--- src/rtl/div_pkg.sv ---
// Shared types and helpers for the iterative divider.
package div_pkg;

    typedef enum logic [1:0] {
        IDLE = 2'd0,
        CALC = 2'd1,
        FIX  = 2'd2,
        DONE = 2'd3
    } state_e;

    // Width of the step counter that walks p_width-1 down to 0.
    function automatic int count_width(input int w);
        return (w > 2) ? $clog2(w) : 1;
    endfunction

endpackage

--- src/rtl/divide_seq_if.sv ---
// Request/response bundle of the iterative divider, plus a debug view of its FSM.
// Request moves on an edge where valid_i & ready_o; result moves on an edge where valid_o & ready_i.
interface divide_seq_if
    import div_pkg::*;
#(
    parameter int p_width = 4
);
    logic               valid_i;
    logic               ready_o;
    logic [p_width-1:0] dividend_i;
    logic [p_width-1:0] divisor_i;
    logic               dividend_signed_i;
    logic               divisor_signed_i;
    logic               valid_o;
    logic               ready_i;
    logic [p_width-1:0] quotient_o;
    logic [p_width-1:0] remainder_o;
    logic               div_by_zero_o;
    state_e             state_o;

    modport slave (
        input  valid_i, dividend_i, divisor_i, dividend_signed_i, divisor_signed_i, ready_i,
        output ready_o, valid_o, quotient_o, remainder_o, div_by_zero_o, state_o
    );

    modport master (
        output valid_i, dividend_i, divisor_i, dividend_signed_i, divisor_signed_i, ready_i,
        input  ready_o, valid_o, quotient_o, remainder_o, div_by_zero_o, state_o
    );
endinterface

--- src/rtl/div_step.sv ---
// One restoring division step: shift a dividend bit into the partial remainder and
// subtract the divisor when it fits.
module div_step #(
    parameter int p_width = 4
) (
    input  logic [p_width-1:0] rem_i,
    input  logic [p_width-1:0] divisor_i,
    input  logic               bit_i,
    output logic [p_width-1:0] rem_o,
    output logic               q_o
);
    logic [p_width:0] shifted;

    always_comb begin
        shifted = {rem_i, bit_i};
        q_o     = (shifted >= {1'b0, divisor_i});
        // When the subtraction is kept the result is below the divisor, so p_width bits suffice.
        rem_o   = q_o ? (shifted[p_width-1:0] - divisor_i) : shifted[p_width-1:0];
    end
endmodule

--- src/rtl/divide_seq.sv ---
// Iterative signed/unsigned divider: magnitudes are divided MSB first, one restoring step
// per cycle, and signs are applied in a final fix-up cycle.
module divide_seq
    import div_pkg::*;
#(
    parameter int p_width = 4
) (
    input logic         clk_i,
    input logic         reset_i,
    divide_seq_if.slave bus
);
    localparam int cnt_w = count_width(p_width);

    state_e             state_q, state_d;
    logic [cnt_w-1:0]   count_q, count_d;
    logic [p_width-1:0] rem_q, rem_d;
    logic [p_width-1:0] quo_q, quo_d;
    logic [p_width-1:0] div_q, div_d;
    logic               neg_q_q, neg_q_d;
    logic               neg_r_q, neg_r_d;
    logic               dbz_q, dbz_d;
    logic [p_width-1:0] quotient_q, quotient_d;
    logic [p_width-1:0] remainder_q, remainder_d;
    logic               dbz_out_q, dbz_out_d;

    logic               neg_dd, neg_dv;
    logic [p_width-1:0] mag_dd, mag_dv;
    logic [p_width-1:0] step_rem;
    logic               step_bit;

    div_step #(.p_width(p_width)) u_step (
        .rem_i     (rem_q),
        .divisor_i (div_q),
        .bit_i     (quo_q[p_width-1]),
        .rem_o     (step_rem),
        .q_o       (step_bit)
    );

    always_comb begin
        neg_dd = bus.dividend_signed_i & bus.dividend_i[p_width-1];
        neg_dv = bus.divisor_signed_i & bus.divisor_i[p_width-1];
        mag_dd = neg_dd ? -bus.dividend_i : bus.dividend_i;
        mag_dv = neg_dv ? -bus.divisor_i : bus.divisor_i;
    end

    always_comb begin
        state_d     = state_q;
        count_d     = count_q;
        rem_d       = rem_q;
        quo_d       = quo_q;
        div_d       = div_q;
        neg_q_d     = neg_q_q;
        neg_r_d     = neg_r_q;
        dbz_d       = dbz_q;
        quotient_d  = quotient_q;
        remainder_d = remainder_q;
        dbz_out_d   = dbz_out_q;
        case (state_q)
            IDLE: begin
                if (bus.valid_i) begin
                    rem_d   = '0;
                    quo_d   = mag_dd;
                    div_d   = mag_dv;
                    neg_q_d = neg_dd ^ neg_dv;
                    neg_r_d = neg_dd;
                    dbz_d   = (bus.divisor_i == '0);
                    count_d = cnt_w'(p_width - 1);
                    state_d = CALC;
                end
            end
            CALC: begin
                // quo_q shifts dividend bits out of its top while quotient bits enter at the bottom.
                rem_d   = step_rem;
                quo_d   = {quo_q[p_width-2:0], step_bit};
                count_d = count_q - cnt_w'(1);
                if (count_q == '0) begin
                    state_d = FIX;
                end
            end
            FIX: begin
                // With a zero divisor the negated magnitude remainder already equals the raw dividend.
                quotient_d  = dbz_q ? '1 : (neg_q_q ? -quo_q : quo_q);
                remainder_d = neg_r_q ? -rem_q : rem_q;
                dbz_out_d   = dbz_q;
                state_d     = DONE;
            end
            DONE: begin
                if (bus.ready_i) begin
                    state_d = IDLE;
                end
            end
            default: state_d = IDLE;
        endcase
    end

    always_ff @(posedge clk_i or posedge reset_i) begin
        if (reset_i) begin
            state_q     <= IDLE;
            count_q     <= '0;
            rem_q       <= '0;
            quo_q       <= '0;
            div_q       <= '0;
            neg_q_q     <= 1'b0;
            neg_r_q     <= 1'b0;
            dbz_q       <= 1'b0;
            quotient_q  <= '0;
            remainder_q <= '0;
            dbz_out_q   <= 1'b0;
        end else begin
            state_q     <= state_d;
            count_q     <= count_d;
            rem_q       <= rem_d;
            quo_q       <= quo_d;
            div_q       <= div_d;
            neg_q_q     <= neg_q_d;
            neg_r_q     <= neg_r_d;
            dbz_q       <= dbz_d;
            quotient_q  <= quotient_d;
            remainder_q <= remainder_d;
            dbz_out_q   <= dbz_out_d;
        end
    end

    assign bus.ready_o       = (state_q == IDLE) && !reset_i;
    assign bus.valid_o       = (state_q == DONE);
    assign bus.quotient_o    = quotient_q;
    assign bus.remainder_o   = remainder_q;
    assign bus.div_by_zero_o = dbz_out_q;
    assign bus.state_o       = state_q;
endmodule
--- src/flat_wrapper.sv ---
// flat-port wrapper written by rule: the top's interface ports become plain ports
module divide_seq_flat import div_pkg::*;
#(
    parameter int p_width = 4
)
  (clk_i, reset_i, bus_valid_i, bus_dividend_i, bus_divisor_i, bus_dividend_signed_i, bus_divisor_signed_i, bus_ready_i, bus_ready_o, bus_valid_o, bus_quotient_o, bus_remainder_o, bus_div_by_zero_o, bus_state_o);
  divide_seq_if #(.p_width(p_width)) bus_i ();
  input logic clk_i;
  input logic reset_i;
  input wire logic [$bits(bus_i.valid_i)-1:0] bus_valid_i;
  input wire logic [$bits(bus_i.dividend_i)-1:0] bus_dividend_i;
  input wire logic [$bits(bus_i.divisor_i)-1:0] bus_divisor_i;
  input wire logic [$bits(bus_i.dividend_signed_i)-1:0] bus_dividend_signed_i;
  input wire logic [$bits(bus_i.divisor_signed_i)-1:0] bus_divisor_signed_i;
  input wire logic [$bits(bus_i.ready_i)-1:0] bus_ready_i;
  output wire logic [$bits(bus_i.ready_o)-1:0] bus_ready_o;
  output wire logic [$bits(bus_i.valid_o)-1:0] bus_valid_o;
  output wire logic [$bits(bus_i.quotient_o)-1:0] bus_quotient_o;
  output wire logic [$bits(bus_i.remainder_o)-1:0] bus_remainder_o;
  output wire logic [$bits(bus_i.div_by_zero_o)-1:0] bus_div_by_zero_o;
  output wire logic [$bits(bus_i.state_o)-1:0] bus_state_o;
  assign bus_i.valid_i = bus_valid_i;
  assign bus_i.dividend_i = bus_dividend_i;
  assign bus_i.divisor_i = bus_divisor_i;
  assign bus_i.dividend_signed_i = bus_dividend_signed_i;
  assign bus_i.divisor_signed_i = bus_divisor_signed_i;
  assign bus_i.ready_i = bus_ready_i;
  assign bus_ready_o = bus_i.ready_o;
  assign bus_valid_o = bus_i.valid_o;
  assign bus_quotient_o = bus_i.quotient_o;
  assign bus_remainder_o = bus_i.remainder_o;
  assign bus_div_by_zero_o = bus_i.div_by_zero_o;
  assign bus_state_o = bus_i.state_o;
  divide_seq #(.p_width(p_width)) u_core (.clk_i(clk_i), .reset_i(reset_i), .bus(bus_i));
endmodule
--- config.mk ---
export PLATFORM = sky130hd
export DESIGN_NAME = divide_seq_flat
export DESIGN_NICKNAME = d
export VERILOG_FILES = /design/src/rtl/div_pkg.sv /design/src/rtl/divide_seq_if.sv /design/src/rtl/div_step.sv /design/src/rtl/divide_seq.sv /design/src/flat_wrapper.sv
export SDC_FILE = /design/constraint.sdc
export NUM_CORES = 1
export LEC_CHECK = 0
export CORE_MARGIN = 2
export CORE_UTILIZATION = 35
export CTS_BUF_LIST = sky130_fd_sc_hd__clkbuf_2
export CTS_CLUSTER_DIAMETER = 200
export CTS_CLUSTER_SIZE = 24
export DETAILED_ROUTE_END_ITERATION = 8
export HOLD_SLACK_MARGIN = 0.05
export PLACE_DENSITY = 0.64
export SKIP_CTS_REPAIR_TIMING = 1
export SLEW_MARGIN = 20
export SYNTH_ARGS = -nofsm -noshare
export SYNTH_HDL_FRONTEND = slang
export SYNTH_SLANG_ARGS = --single-unit
--- constraint.sdc ---
create_clock -name clk_i -period 1.9 [get_ports clk_i]
set_input_delay 0.38 -clock clk_i [delete_from_list [all_inputs] [get_ports clk_i]]
set_output_delay 0.38 -clock clk_i [all_outputs]
set_load 0.01 [all_outputs]
# After elaboration in Yosys (flattened, before gate mapping)
# Index checks and enable logic that the tools add are counted.
[classes] eq_ne=6 bitwise_logic=3 order_cmp=1 n_mux=16 add_sub_neg=6 n_reduce_logical=9
[ops] op="$mux W4" count=8
[ops] op="$neg A4 Y4" count=4
[ops] op="$pmux W4 S2" count=2
[ops] op="$mux W2" count=4
[ops] op="$pmux W2 S4" count=1
[ops] op="$ge A5 B4 Y1" count=1
[ops] op="$eq A2 B2 Y1 const B" count=2
[ops] op="$logic_not A2 Y1" count=2
[ops] op="$logic_not A4 Y1" count=1
[ops] op="$ne A2 B2 Y1 const B" count=2
[ops] op="$pmux W2 S2" count=1
[ops] op="$reduce_and A2 Y1" count=2
[ops] op="$sub A4 B4 Y4" count=1
[ops] op="$reduce_and A3 Y1" count=1
[ops] op="$and A1 B1 Y1" count=2
[ops] op="$eq A2 B1 Y1 const B" count=1
[ops] op="$ne A2 B1 Y1 const B" count=1
[ops] op="$reduce_bool A2 Y1" count=1
[ops] op="$sub A2 B1 Y2 const B" count=1
[ops] op="$logic_and A1 B1 Y1" count=1
[ops] op="$logic_not A1 Y1" count=1
[ops] op="$xor A1 B1 Y1" count=1
[word_totals] output_inout_bits=13 inputBits=14 ff_bits=28

# Logic depth before layout (Yosys ltp)
[logic_depth] depth_word=4 depth_mapped=7

# Modules after synthesis
# Synthesis repeated with hierarchy kept, for this count alone.
[unflattened] cells_unflattened=166 area_unflattened_um2=1639.1
[modules_own_cells] mod="divide_seq" area_each_um2=1431.4 n_inst=1 seq_area_each_um2=700.7 cells_each=138
[modules_own_cells] mod="div_step" area_each_um2=207.7 n_inst=1 seq_area_each_um2=0.0 cells_each=28

# Least setup slack after synthesis
# Ideal clock, no wire load.
[synth_timing] path_kind="register -> register" from="register u_core.rem_q[1]" to="register u_core.rem_q[2]" stages_incl_launch_ff=6 slack_ns=0.263 required_time_ns=1.778 synth_period_minus_slack_ns=1.637 arrival_time_ns=1.515 cell_sequence="dfrtp_1 > ha_1 > nand4_1 > nand2_4 > or3_1 > a32o_1"
[synth_between] elab_chain_len=3
[synth_rtl] item="start: declaration" line_no="divide_seq.sv:16" source="logic [p_width-1:0] rem_q, rem_d;"
[synth_rtl] item="start signal: assignment" line_no="divide_seq.sv:112" source="rem_q <= rem_d;"
[synth_rtl] item="$sub A4 B4 Y4 or $ge A5 B4 Y1 (tied branches)" line_no="div_step.sv:18, div_step.sv:16"
[synth_rtl] item="$mux W4 *" line_no="div_step.sv:18" source="rem_o = q_o ? (shifted[p_width-1:0] - divisor_i) : shifted[p_width-1:0];"
[synth_rtl] item="$pmux W4 S2 *" line_no="divide_seq.sv:58" source="case (state_q)"
# Every way passes the cells marked *; elsewhere a longest branch is shown, timed or not.
# A chain may end at the register's enable or synchronous reset.

# Worst setup path in the final report
[layout_timing] from="register u_core.state_q[0] (netlist: u_core.bus.state_o[0])" to="output port bus_state_o[0]"
[layout_lines] item="start: declaration" line_no="divide_seq.sv:14" source="state_e state_q, state_d;"
[layout_lines] item="start signal: assignment" line_no="divide_seq.sv:110" source="state_q <= state_d;"
[layout_lines] item="end: declaration" line_no="flat_wrapper.sv:21" source="output wire logic [$bits(bus_i.state_o)-1:0] bus_state_o;"
# No word-level cell between the ends.

==> run_results.csv <==
group,metric,value,unit
run_status,status,"finished clean",
sta,worst-slew-pin-transition,422.9,ps
floorplan,boundaryPins,27,
placement,place.port_buffers,26,
logic_synthesis,synthesis.yosys.warnings,0,
drt,drcViolationCount,0,
critical_path,startpoint_type,"flop",
cells_and_area,final_layout_size_suffix_gt1_share,13.43,%
placement,gpl.final_weighted_congestion,0.8321,
drt,viasPerCell,4.877,
critical_path,critical_path.endpoint_type,"primary output",
sta,final_max_slew_viol_count,0,
clock_tree,max-clock-path-buffers,2,
drt,drt_first_iter_violations,56,
placement,placedInstanceArea,2032,um2
power,peakVddDrop,0.0008619,V
sta,setup_violations,0,
grt,antenna_found_initial,0,
critical_path,kind_of_cell_with_the_highest_combined_delay_on_the_critical_path,"buffers and inverters",
sta,relSlewSlack,71.00,%
clock_tree,clk_latency,360,ps
power,clkPwrFrac,10.3,%
drt,detail_route.wl_per_cell,11.57,um
drt,wl,3100,um
sta,fin_crit,1808,ps
drt,via_count,1307,
sta,grt_setup_unrepaired,"no",
logic_synthesis,synth_cell_types,35,
power,switchingPower,1381,uW
clock_tree,clkSlewWorstSetupHoldPaths,260,ps
critical_path,timing.critical_path.cells,"buf_4 > clkdlybuf4s50_1",
floorplan,core_region_area,4444,um2
clock_tree,clock_buffer_count_from_cts,3,
logic_synthesis,ys_ff_latch,28,
run,drv.max_cap_violation_count,0,
critical_path,required,1520,ps
critical_path,worstSetupStartpoint,"u_core.bus.state_o[0]$_DFFE_PP0P_",
sta,timing.final.crit_share,95.13,%
critical_path,critical-path-max-stage-delay,520,ps
power,leakage,0.001018,uW
floorplan,die_y,72.54,um
logic_synthesis,synthesized_cell_area,1644,um2
cells_and_area,layout.cells.most_common,"sky130_fd_sc_hd__dfrtp_1",
grt,grt_remaining_overflow,0,
critical_path,cpMaxStageDelayCell,"sky130_fd_sc_hd__clkdlybuf4s50_1",
sta,hold_viol,0,
clock_tree,cts_htree_levels,1,
cells_and_area,fin_area,2118,um2
clock_tree,cts_tree,"built",
power,switching_share,40.10,%
sta,whs,399.7,ps
clock_tree,clockRootBuffer,"sky130_fd_sc_hd__clkbuf_2",
drt,ant_nets,0,
sta,fin_skew,9.698,ps
floorplan,dieWidth,72.54,um
cells_and_area,synthToLayoutAreaGrowth,28.84,%
logic_synthesis,avgSynthCellArea,9.236,um2
critical_path,timing.setup.critical_path_class,"reg2out",
logic_synthesis,synth_fp_nets,206,
placement,placed_cells,262,
floorplan,floorplan.initialDensity,36.99,%
floorplan,dieArea,5261,um2
power,seq_power_share,30.8,%
min_path,hold_path.class,"in2async",
critical_path,cp.buffers_inverters,2,
power,cell_internal_pwr,2062,uW
cells_and_area,mostFrequentLayoutCells,"sky130_fd_sc_hd__dfrtp_1, sky130_fd_sc_hd__clkdlybuf4s50_1, sky130_fd_sc_hd__inv_1",
cells_and_area,layoutNonFillerInstCount,268,
grt,vias_in_the_first_global_route,1283,
grt,grt_first_pass_wirelength,5540,um
critical_path,crit_arrival,1430,ps
logic_synthesis,ys_seq_area_share,42.62,%
logic_synthesis,post_synth_inst_count,178,
power,cellPowerDensity,1625,nW/um2
sta,fmax,553.2,MHz
critical_path,crit-reg2reg-launch,"u_core.quo_q[3]$_DFFE_PP0P_",
clock_tree,clock-sinks,28,
floorplan,floorplan.rows,24,
cells_and_area,nets,245,
grt,global_route.usage.total,13.36,%
cells_and_area,insertedDiodeCount,0,
placement,post-dp-hpwl,2461,um
power,combinationalPowerShare,58.9,%
drt,drt-pass1-iter-count,4,
critical_path,critical_path_peak_fanout,3,
grt,pin_count_of_the_biggest_net_entering_global_routing,29,
kinds of logic after synthesis:
group / after synthesis / synth area share [%]
mux: 8 / 5.099
buf+inv: 27 / 6.469
compound gates: 42 / 15.98
simple gates: 52 / 14.99
fa+ha+maj: 14 / 11.11
flops: 28 / 42.62
xor+xnor: 7 / 3.729
metrics by stage:
| stage | setup TNS [ps] | util [%] | power, uW | worst slack (ps) |
|---|---|---|---|---|
| finish | 0 | 47.66 | 3443 | 92.49 |
| CTS | -479.5 | 46.73 | 3419 | -373.8 |
| global placement | 0 | 45.72 | 3025 | 6.672 |
| floorplan | 0 | - | 2391 | 263.3 |
| detailed placement | -14.15 | 45.72 | 3052 | -14.15 |
| global route | 0 | 47.66 | 3797 | 12.29 |
path summary, 6_finish.rpt:
path,endpoint,slack [ps],cells after the start
min in group clk_i,u_core.count_q[0]$_DFFE_PP0P_,490,1
setup / recovery,bus_state_o[0],90,2
hold reg to reg,u_core.count_q[0]$_DFFE_PP0P_,490,1
hold / removal,u_core.quo_q[2]$_DFFE_PP0P_,400,3
setup reg to reg,u_core.rem_q[2]$_DFFE_PP0P_,170,6
max in group asynchronous,u_core.quo_q[0]$_DFFE_PP0P_,1240,3
sequential cells by signal, summed over array words and instances, names as in the netlist:
name                      cells
u_core.bus.div_by_zero_o      1
u_core.bus.quotient_o         4
u_core.bus.remainder_o        4
u_core.bus.state_o            2
u_core.count_q                2
u_core.dbz_q                  1
u_core.div_q                  4
u_core.neg_q_q                1
u_core.neg_r_q                1
u_core.quo_q                  4
u_core.rem_q                  4
worst register-to-register path: stages, from the launching register on:
cell                      delay [ps]
sky130_fd_sc_hd__dfrtp_1         450
sky130_fd_sc_hd__inv_1            80
sky130_fd_sc_hd__ha_1            310
sky130_fd_sc_hd__nand4_1         150
sky130_fd_sc_hd__nand2_4          90
sky130_fd_sc_hd__or3_1           340
sky130_fd_sc_hd__a32o_1          250
power groups by stage:
stage          logic (uW)  clock network (uW)  registers, uW
2_1_floorplan        1270                   0           1120
3_3_place_gp         1950                   0           1080
3_5_place_dp         1960                   0           1090
4_1_cts              1980                 370           1070
5_1_grt              2310                 391           1100
6_report             2030                 356           1060
per-layer routing:
metal	GRT usage [%]	wire (um)	up-vias	part of all wire, %
li1	-	-	675	-
met2	23.23	1447	24	47
met5	0	0	-	0
met4	2.469	27	0	0.87
met3	2.500	124	2	4.0
met1	17.41	1500	606	48
cell type report:
cell class | instances | area [um2]
fill | 455 | 2326
clock inverter | 1 | 30.03
timing repair buffer | 40 | 372.9
multi-input combinational | 123 | 855.8
clock buffer | 3 | 15.01
inverter | 21 | 78.83
tap | 52 | 65.06
sequential | 28 | 700.7
cell usage after synthesis:
master / instances / area, um2
sky130_fd_sc_hd__ha_1: 13 / 162.7
sky130_fd_sc_hd__or2_2: 1 / 6.260
sky130_fd_sc_hd__or3_1: 2 / 12.51
sky130_fd_sc_hd__nand2_2: 1 / 6.260
sky130_fd_sc_hd__nor2_4: 1 / 11.26
sky130_fd_sc_hd__o31ai_1: 6 / 45.04
sky130_fd_sc_hd__nor3_1: 2 / 10.01
sky130_fd_sc_hd__o211ai_1: 4 / 30.03
sky130_fd_sc_hd__a22o_1: 1 / 8.760
sky130_fd_sc_hd__nand4_1: 1 / 6.260
sky130_fd_sc_hd__nand2_1: 19 / 71.32
sky130_fd_sc_hd__mux2i_1: 5 / 50.05
sky130_fd_sc_hd__clkbuf_1: 2 / 7.510
sky130_fd_sc_hd__fa_1: 1 / 20.02
sky130_fd_sc_hd__nor2b_1: 5 / 31.28
sky130_fd_sc_hd__a22oi_1: 1 / 7.510
sky130_fd_sc_hd__dfrtp_1: 28 / 700.7
sky130_fd_sc_hd__xor2_1: 1 / 8.760
sky130_fd_sc_hd__inv_1: 21 / 78.83
sky130_fd_sc_hd__o21ai_1: 1 / 5.000
sky130_fd_sc_hd__clkbuf_2: 1 / 5.000
sky130_fd_sc_hd__o21ai_0: 13 / 65.06
sky130_fd_sc_hd__a211oi_1: 1 / 7.510
sky130_fd_sc_hd__nand2_4: 1 / 11.26
sky130_fd_sc_hd__xnor2_1: 6 / 52.55
sky130_fd_sc_hd__o21a_1: 1 / 7.510
sky130_fd_sc_hd__mux2_2: 3 / 33.78
sky130_fd_sc_hd__nor2_1: 16 / 60.06
sky130_fd_sc_hd__a21oi_1: 10 / 50.05
sky130_fd_sc_hd__a21oi_2: 1 / 8.760
sky130_fd_sc_hd__a221oi_1: 2 / 17.52
sky130_fd_sc_hd__nand2b_1: 2 / 12.51
sky130_fd_sc_hd__nor3b_1: 1 / 7.510
sky130_fd_sc_hd__a32o_1: 1 / 10.01
sky130_fd_sc_hd__buf_2: 3 / 15.01
Note: power is estimated with default switching activity, not from simulation.
